### src/rtl/display_digit_driver.sv
// display_digit_driver: 14-bit binary to 4-digit BCD via double-dabble,
// committed at scan-frame boundary, driving one registered digit per cycle.
module display_digit_driver #(
  parameter bit P_BLANK_LZ       = 1'b1,
  parameter bit P_SEG_ACTIVE_LOW = 1'b0
) (
  input  logic        i_Clk,
  input  logic        i_Reset,
  input  logic        i_Valid,
  output logic        o_Ready,
  input  logic [13:0] i_Data,
  input  logic [1:0]  i_Sel,
  input  logic [3:0]  i_Anodos,
  output logic [3:0]  o_Anodos,
  output logic [6:0]  o_Segmentos,
  output logic        o_Ovf
);

  typedef enum logic [1:0] {
    IDLE,
    CONV,
    WAIT
  } state_t;

  localparam logic [6:0] SEG_BLANK = 7'h00;
  localparam logic [6:0] SEG_DASH  = 7'h40;
  localparam logic [6:0] SEG_OFF   =
    P_SEG_ACTIVE_LOW ? 7'h7F : 7'h00;

  state_t      state;
  logic [13:0] bin;
  logic [15:0] bcd;
  logic [3:0]  cnt;
  logic        pend_ovf;
  logic [15:0] disp;
  logic        disp_ovf;

  logic [15:0] bcd_adj;
  logic [3:0]  blank;
  logic [3:0]  nib;
  logic [6:0]  code;

  function automatic logic [6:0] seg_enc(
    input logic [3:0] n
  );
    logic [6:0] s;
    s = SEG_BLANK;
    unique case (n)
      4'd0:    s = 7'h3F;
      4'd1:    s = 7'h06;
      4'd2:    s = 7'h5B;
      4'd3:    s = 7'h4F;
      4'd4:    s = 7'h66;
      4'd5:    s = 7'h6D;
      4'd6:    s = 7'h7D;
      4'd7:    s = 7'h07;
      4'd8:    s = 7'h7F;
      4'd9:    s = 7'h6F;
      default: s = SEG_BLANK;
    endcase
    return s;
  endfunction

  // Add-3 correction of every BCD nibble ahead of the shift
  always_comb begin
    bcd_adj = bcd;
    for (int i = 0; i < 4; i++) begin
      if (bcd[4*i +: 4] >= 4'd5)
        bcd_adj[4*i +: 4] = bcd[4*i +: 4] + 4'd3;
    end
  end

  // Leading-zero blanking flags; units digit is never blanked
  always_comb begin
    blank    = 4'b0000;
    blank[3] = P_BLANK_LZ && (disp[15:12] == 4'd0);
    blank[2] = blank[3] && (disp[11:8] == 4'd0);
    blank[1] = blank[2] && (disp[7:4] == 4'd0);
  end

  // Segment pattern for the digit picked by the scan index
  always_comb begin
    nib = disp[{i_Sel, 2'b00} +: 4];
    if (disp_ovf)
      code = SEG_DASH;
    else if (blank[i_Sel])
      code = SEG_BLANK;
    else
      code = seg_enc(nib);
  end

  // Handshake, conversion and frame-aligned commit
  always_ff @(posedge i_Clk) begin
    if (i_Reset) begin
      state    <= IDLE;
      o_Ready  <= 1'b1;
      bin      <= '0;
      bcd      <= '0;
      cnt      <= '0;
      pend_ovf <= 1'b0;
      disp     <= '0;
      disp_ovf <= 1'b0;
    end else begin
      unique case (state)
        IDLE: begin
          if (i_Valid) begin
            bin      <= i_Data;
            pend_ovf <= (i_Data > 14'd9999);
            bcd      <= '0;
            cnt      <= 4'd14;
            o_Ready  <= 1'b0;
            state    <= CONV;
          end
        end
        CONV: begin
          {bcd, bin} <= {bcd_adj[14:0], bin, 1'b0};
          cnt        <= cnt - 4'd1;
          if (cnt == 4'd1)
            state <= WAIT;
        end
        WAIT: begin
          if (i_Sel == 2'd3) begin
            disp     <= bcd;
            disp_ovf <= pend_ovf;
            o_Ready  <= 1'b1;
            state    <= IDLE;
          end
        end
        default: begin
          o_Ready <= 1'b1;
          state   <= IDLE;
        end
      endcase
    end
  end

  // Output register keeps segments aligned with the delayed anodes
  always_ff @(posedge i_Clk) begin
    if (i_Reset) begin
      o_Segmentos <= SEG_OFF;
      o_Anodos    <= 4'b0000;
    end else begin
      o_Segmentos <= P_SEG_ACTIVE_LOW ? ~code : code;
      o_Anodos    <= i_Anodos;
    end
  end

  assign o_Ovf = disp_ovf;

endmodule

### config.mk
export PLATFORM = sky130hd
export DESIGN_NAME = display_digit_driver
export DESIGN_NICKNAME = d
export VERILOG_FILES = /design/src/rtl/display_digit_driver.sv
export SDC_FILE = /design/constraint.sdc
export NUM_CORES = 1
export LEC_CHECK = 0
export BUFFER_PORTS_ARGS = -buffer_cell sky130_fd_sc_hd__buf_2
export CAP_MARGIN = 20
export CORE_ASPECT_RATIO = 0.75
export CORE_MARGIN = 8
export CORE_UTILIZATION = 30
export DETAILED_ROUTE_END_ITERATION = 8
export PLACE_DENSITY = 0.46
export SLEW_MARGIN = 40
export SYNTH_ARGS = -nofsm -noshare
export SYNTH_HDL_FRONTEND = slang
export SYNTH_SLANG_ARGS = --single-unit
export TNS_END_PERCENT = 1
### constraint.sdc
create_clock -name i_Clk -period 3.6 [get_ports i_Clk]
set_input_delay 0.72 -clock i_Clk [delete_from_list [all_inputs] [get_ports i_Clk]]
set_output_delay 0.72 -clock i_Clk [all_outputs]
set_load 0.02 [all_outputs]
==> Word-level counts from Yosys, hierarchy flattened <==
Memory sizes are Yosys's and may differ from the RTL's.
Cells that the tools add are included.
{ "totals": {"reg_bits": 66, "latchBits": 0, "mem_bits_rw": 0, "rom_bits": 112, "input_bits": 23, "output_inout_bits": 13, "memories": 1} }
{ "memory_table": {"columns": ["memory", "depth", "width", "rd", "rd_ports_with_merged_regs", "write_ports", "line", "text"], "rows": [
  ["(name not given)", 16, 7, 1, 0, 0, "48", "unique case (n)"]
]} }
{ "op_classes": {"add_sub_neg": 5, "mul": 0, "n_div": 0, "order_cmp": 6, "n_eq_ne": 7, "shift": 1, "mux": 21, "bitwise": 1, "reduce_logical": 13} }
{ "op_table": {"columns": ["cell", "count"], "rows": [
  ["$pmux W16 S2", 1],
  ["$pmux W14 S2", 1],
  ["$ge A4 B3 Y1 const B", 4],
  ["$mux W16", 1],
  ["$mux W4", 4],
  ["$shiftx A16 B5 Y4", 1],
  ["$gt A14 B14 Y1 const B", 1],
  ["$mux W14", 1],
  ["$mux W7", 2],
  ["$add A4 B2 Y4 const B", 3],
  ["$logic_not A4 Y1", 3],
  ["$pmux W4 S2", 1],
  ["$mux W2", 3],
  ["$ne A2 B2 Y1 const B", 3],
  ["$pmux W2 S3", 1],
  ["$reduce_and A2 Y1", 3],
  ["$reduce_and A3 Y1", 2],
  ["$eq A2 B2 Y1 const B", 2],
  ["$eq A4 B1 Y1 const B", 1],
  ["$sub A4 B1 Y4 const B", 1],
  ["$add A3 B2 Y3 const B", 1],
  ["$lt A2 B3 Y1 const B", 1],
  ["$mux W1", 3],
  ["$mux W3", 1],
  ["8 further kinds", 9]
]} }

==> Depth between registers and ports, before layout <==
{ "logic_depth": {"word_depth": 7, "mapped_depth": 7, "mapped_depth_nobuf": 7} }

==> Worst setup path after synthesis <==
Ideal clock, no wire load.
{ "synth_timing": {"kind": "input to register", "start": "input i_Sel[0]", "end": "register o_Segmentos[0]", "arrival_time_ps": 1946, "required_time_ps": 3476, "setup_slack_ps": 1530, "stages": 7, "n_path_buf": 1, "cell_sequence": "buf_6 -> mux4_2 -> clkinv_4 -> ha_1 -> nand2_1 -> a21boi_0 -> nor3_1"} }
{ "synth_via": {"elab_chain_len": 3} }
{ "synth_lines": {"columns": ["element", "line", "text"], "rows": [
  ["start, declared", "12", "input logic [1:0] i_Sel,"],
  ["branches (longest 3 deep; another with $mem_v2 Z16 W7)", null, null],
  ["end signal, assigned", "143", "o_Segmentos <= P_SEG_ACTIVE_LOW ? ~code : code;"],
  ["end, declared", "15", "output logic [6:0] o_Segmentos,"]
]} }
Parallel ways; which one is timed is not known. The select of a mux whose other input is x is not followed.
A chain may end at the register's enable or synchronous reset.

==> Worst setup path in the final report <==
{ "layout_timing": {"start": "input i_Sel[0]", "end": "register o_Segmentos[3]"} }
The elaborated chain is that of the path after synthesis.

==> results.md <==
* Run status: finished clean
* Grt ovf at 0
* Kind of critical path: in -> reg
* CTS clk-pin slew, worst paths at 0.05 ns
* Routed vias/inst at ~4.7
* CTS resizes at 0
* Pin count of the biggest net entering global routing at 48
* Most common library cell in the layout ignoring fill and taps: nand2_1
* Most frequent cells in the layout: nand2_1 (70), dfxtp_1 (66), a21oi_1 (48)
* Cell Rows at 32
* Synth Net Count at 418
* Synth unique cells at 39
* Final ANT Viol Nets at 0
* Final setup viols at 0
* Wire per inst at between 10 and 15 um
* XOR/XNOR Fraction of Synth Area at 0.0282
* Min-delay worst type: reg -> reg
* Share of layout cells above drive strength 1 at 0.147
* Clock network power share at 0.477
* Synth Instances at 379
* Clock sink count at 66
* CTS tree: done
* Top-area cell type share of the netlist area at 0.426
* Peak Freq at slightly above 500 MHz
* IO Port Bufs at 35
* Adder-Cell Fraction of Synth Area at 0.0645
* Crit path capture type: flop
* Maximum capacitance violations at 0
* Filler instances at ~1100
* Total CTS buffers at 9
* Sw Share at 0.234
* Lkg Pwr at 1.39 nW
* Ys flop type: dfxtp_1
* Register area share after synthesis at 0.426
* Area Overhead vs Synth at 17.7%
* Drt total wl at 7.24 mm
* Combinational family with the most area after synthesis: simple AND/OR/NAND/NOR gates
* Multiplexer share of the synthesized area at 0.0488
* Total chip power at 1.78 mW
* Type of element launching the critical path: input pin
* Pint at ~1.4 mW
* Period utilization at 0.550
* Synth Area in Simple Gates at 0.221
* Total track usage at 0.108
* Compound-gate portion of the synthesized area at 0.158
* Clk root buf: clkbuf_16
* Clk buf depth at 2
* Mapped Avg Cell Area at approximately 8.2 sq um
* Final Hold Vio Count at 0
* Drt initial violations at 97
* Cell area after synthesis at 0.00310 sq mm
* RSZ-0062 raised after global routing: false
* Seq cells post-synth at 66
* Post-CTS Repair Setup Buffers at 0
* Final WS setup at between 1.5 and 2 ns
* Vias at around 2600
* Final Max Slew Viols at 0
* Largest area contributor in the netlist: dfxtp_1
* Ports at 36
* Die width at 133 um
* Final TNS setup at 0 ns
* HPWL after DPL at 4.93 mm
* Warnings, synthesis at 0
* Starting density of the core at 0.305
* Combinational share of power at 0.085
* Crit-path max FO at 10
* VDD IR max at 0.224 mV
* Die area at 0.0139 sq mm
* DR DRC count at 0
* Area of the multi-input gates at 0.00161 sq mm
* Worst EP required at 3.81 ns
* Core Area at 0.0102 sq mm
* Critical Path AT at between 2 and 2.5 ns
* Place WS at 1.27 ns
* Worst-Margin Slew at roughly 0.73 ns
* Max H-tree Level at 3
* First-pass GRT wire length at 12.3 mm
* Power per cell area at 488 mW/mm^2
* Register area at 0.00132 sq mm
* Reg power frac at 0.437
* Initial antenna violation count at 0
* Sw Pwr at 417 uW
* Top post-synthesis cells by area: dfxtp_1 (43%), nand2_1 (8.5%), a21oi_1 (7.7%)
* Cts hold-fix bufs at 0
* Diode count at 0
* Async S/R FF share, synth at 0
* DR pass1 iterations at 4
* Tmin final at 1.98 ns
* Number of synthesized flops with an enable pin at 0
* Clk_lat worst skew at 0.32 ns
* Final net count at 443
* Clock skew at 0.00327 ns
* Die height at approximately 100 um
* RePlAce Congestion at between 0.7 and 0.8
* Number of global-route vias before repair at between 2000 and 2500
* Worst slew margin at 0.514
[final timing paths]
check / endpoint / slack (ns) / cells after the start / from
hold reg to reg: bcd[0] / 0.45 / 2 / bin[13]
setup / recovery: o_Segmentos[3] / 1.62 / 7 / i_Sel[0]
setup reg to reg: bcd[7] / 1.95 / 6 / state[0]
hold / removal: bcd[0] / 0.45 / 2 / bin[13]
[cell usage after synthesis, types with 4 or more instances]
master / count
a21oi_1: 48
a311oi_1: 12
a31oi_1: 4
buf_2: 9
clkbuf_1: 13
dfxtp_1: 66
ha_1: 16
inv_1: 11
mux2i_1: 5
nand2_1: 70
nand2b_1: 6
nand3_1: 16
nor2_1: 36
nor2b_1: 6
nor3_1: 10
nor4_1: 4
o21ai_0: 11
xnor2_1: 6
xor2_1: 4
[worst max-delay path, stage by stage]
cell      delay, ns
buf_2          0.23
mux4_2         0.62
clkinv_4       0.10
ha_1           0.14
nand2_1        0.05
a21boi_0       0.25
nor3_1         0.08
[area by class of cell]
| type | instances | share of cell area |
|---|---|---|
| inverters | 12 | 0.0137 |
| multi-input cells | 276 | 0.442 |
| well taps | 136 | 0.0466 |
| clock buffers | 12 | 0.0675 |
| clock inverters | 3 | 0.0110 |
| repair buffers | 39 | 0.0569 |
| flip-flops and latches | 66 | 0.362 |
[stage by stage]
step | util | instance area (sq um) | instances | hold WS, ns
global placement | 0.330 | 3360 | 529 | 0.438
detailed placement | 0.330 | 3360 | 529 | 0.447
finish | 0.359 | 3650 | 544 | 0.451
CTS | 0.359 | 3650 | 544 | 0.454
floorplan | - | 3100 | 379 | 0.432
global route | 0.359 | 3650 | 544 | 0.474
[sequential cells by signal (all words and copies together), names as in the netlist, 2 cells and up]
signal       flops
bcd             16
bin             14
cnt              4
disp            16
o_Anodos         4
o_Segmentos      7
state            2
[power by group through the flow]
stage	combinational (mW)	clock, mW	sequential [mW]
final	0.152	0.850	0.779
after floorplan	0.103	0	0.799
after global placement	0.153	0	0.794
after detailed placement	0.155	0	0.794
after CTS	0.155	0.877	0.779
after global routing	0.172	0.910	0.783
[routing by layer]
metal	share of wire	track usage	vias to the layer above	wire length, um
met3	0.047	0.0458	5	341
met2	0.42	0.150	41	3080
li1	-	-	1349	-
met4	0.0079	0.0328	0	57
met5	0	0	-	0
met1	0.52	0.147	1183	3770
[cell families (layout without fill, tap and decap cells)]
| group | count (synthesis) | after routing |
|---|---|---|
| simple gates | 156 | 156 |
| xor+xnor | 10 | 10 |
| mux | 11 | 11 |
| buf+inv | 37 | 66 |
| flops | 66 | 66 |
| fa+ha+maj | 16 | 16 |
| compound gates | 83 | 83 |
(Power assumes the default switching activity.)
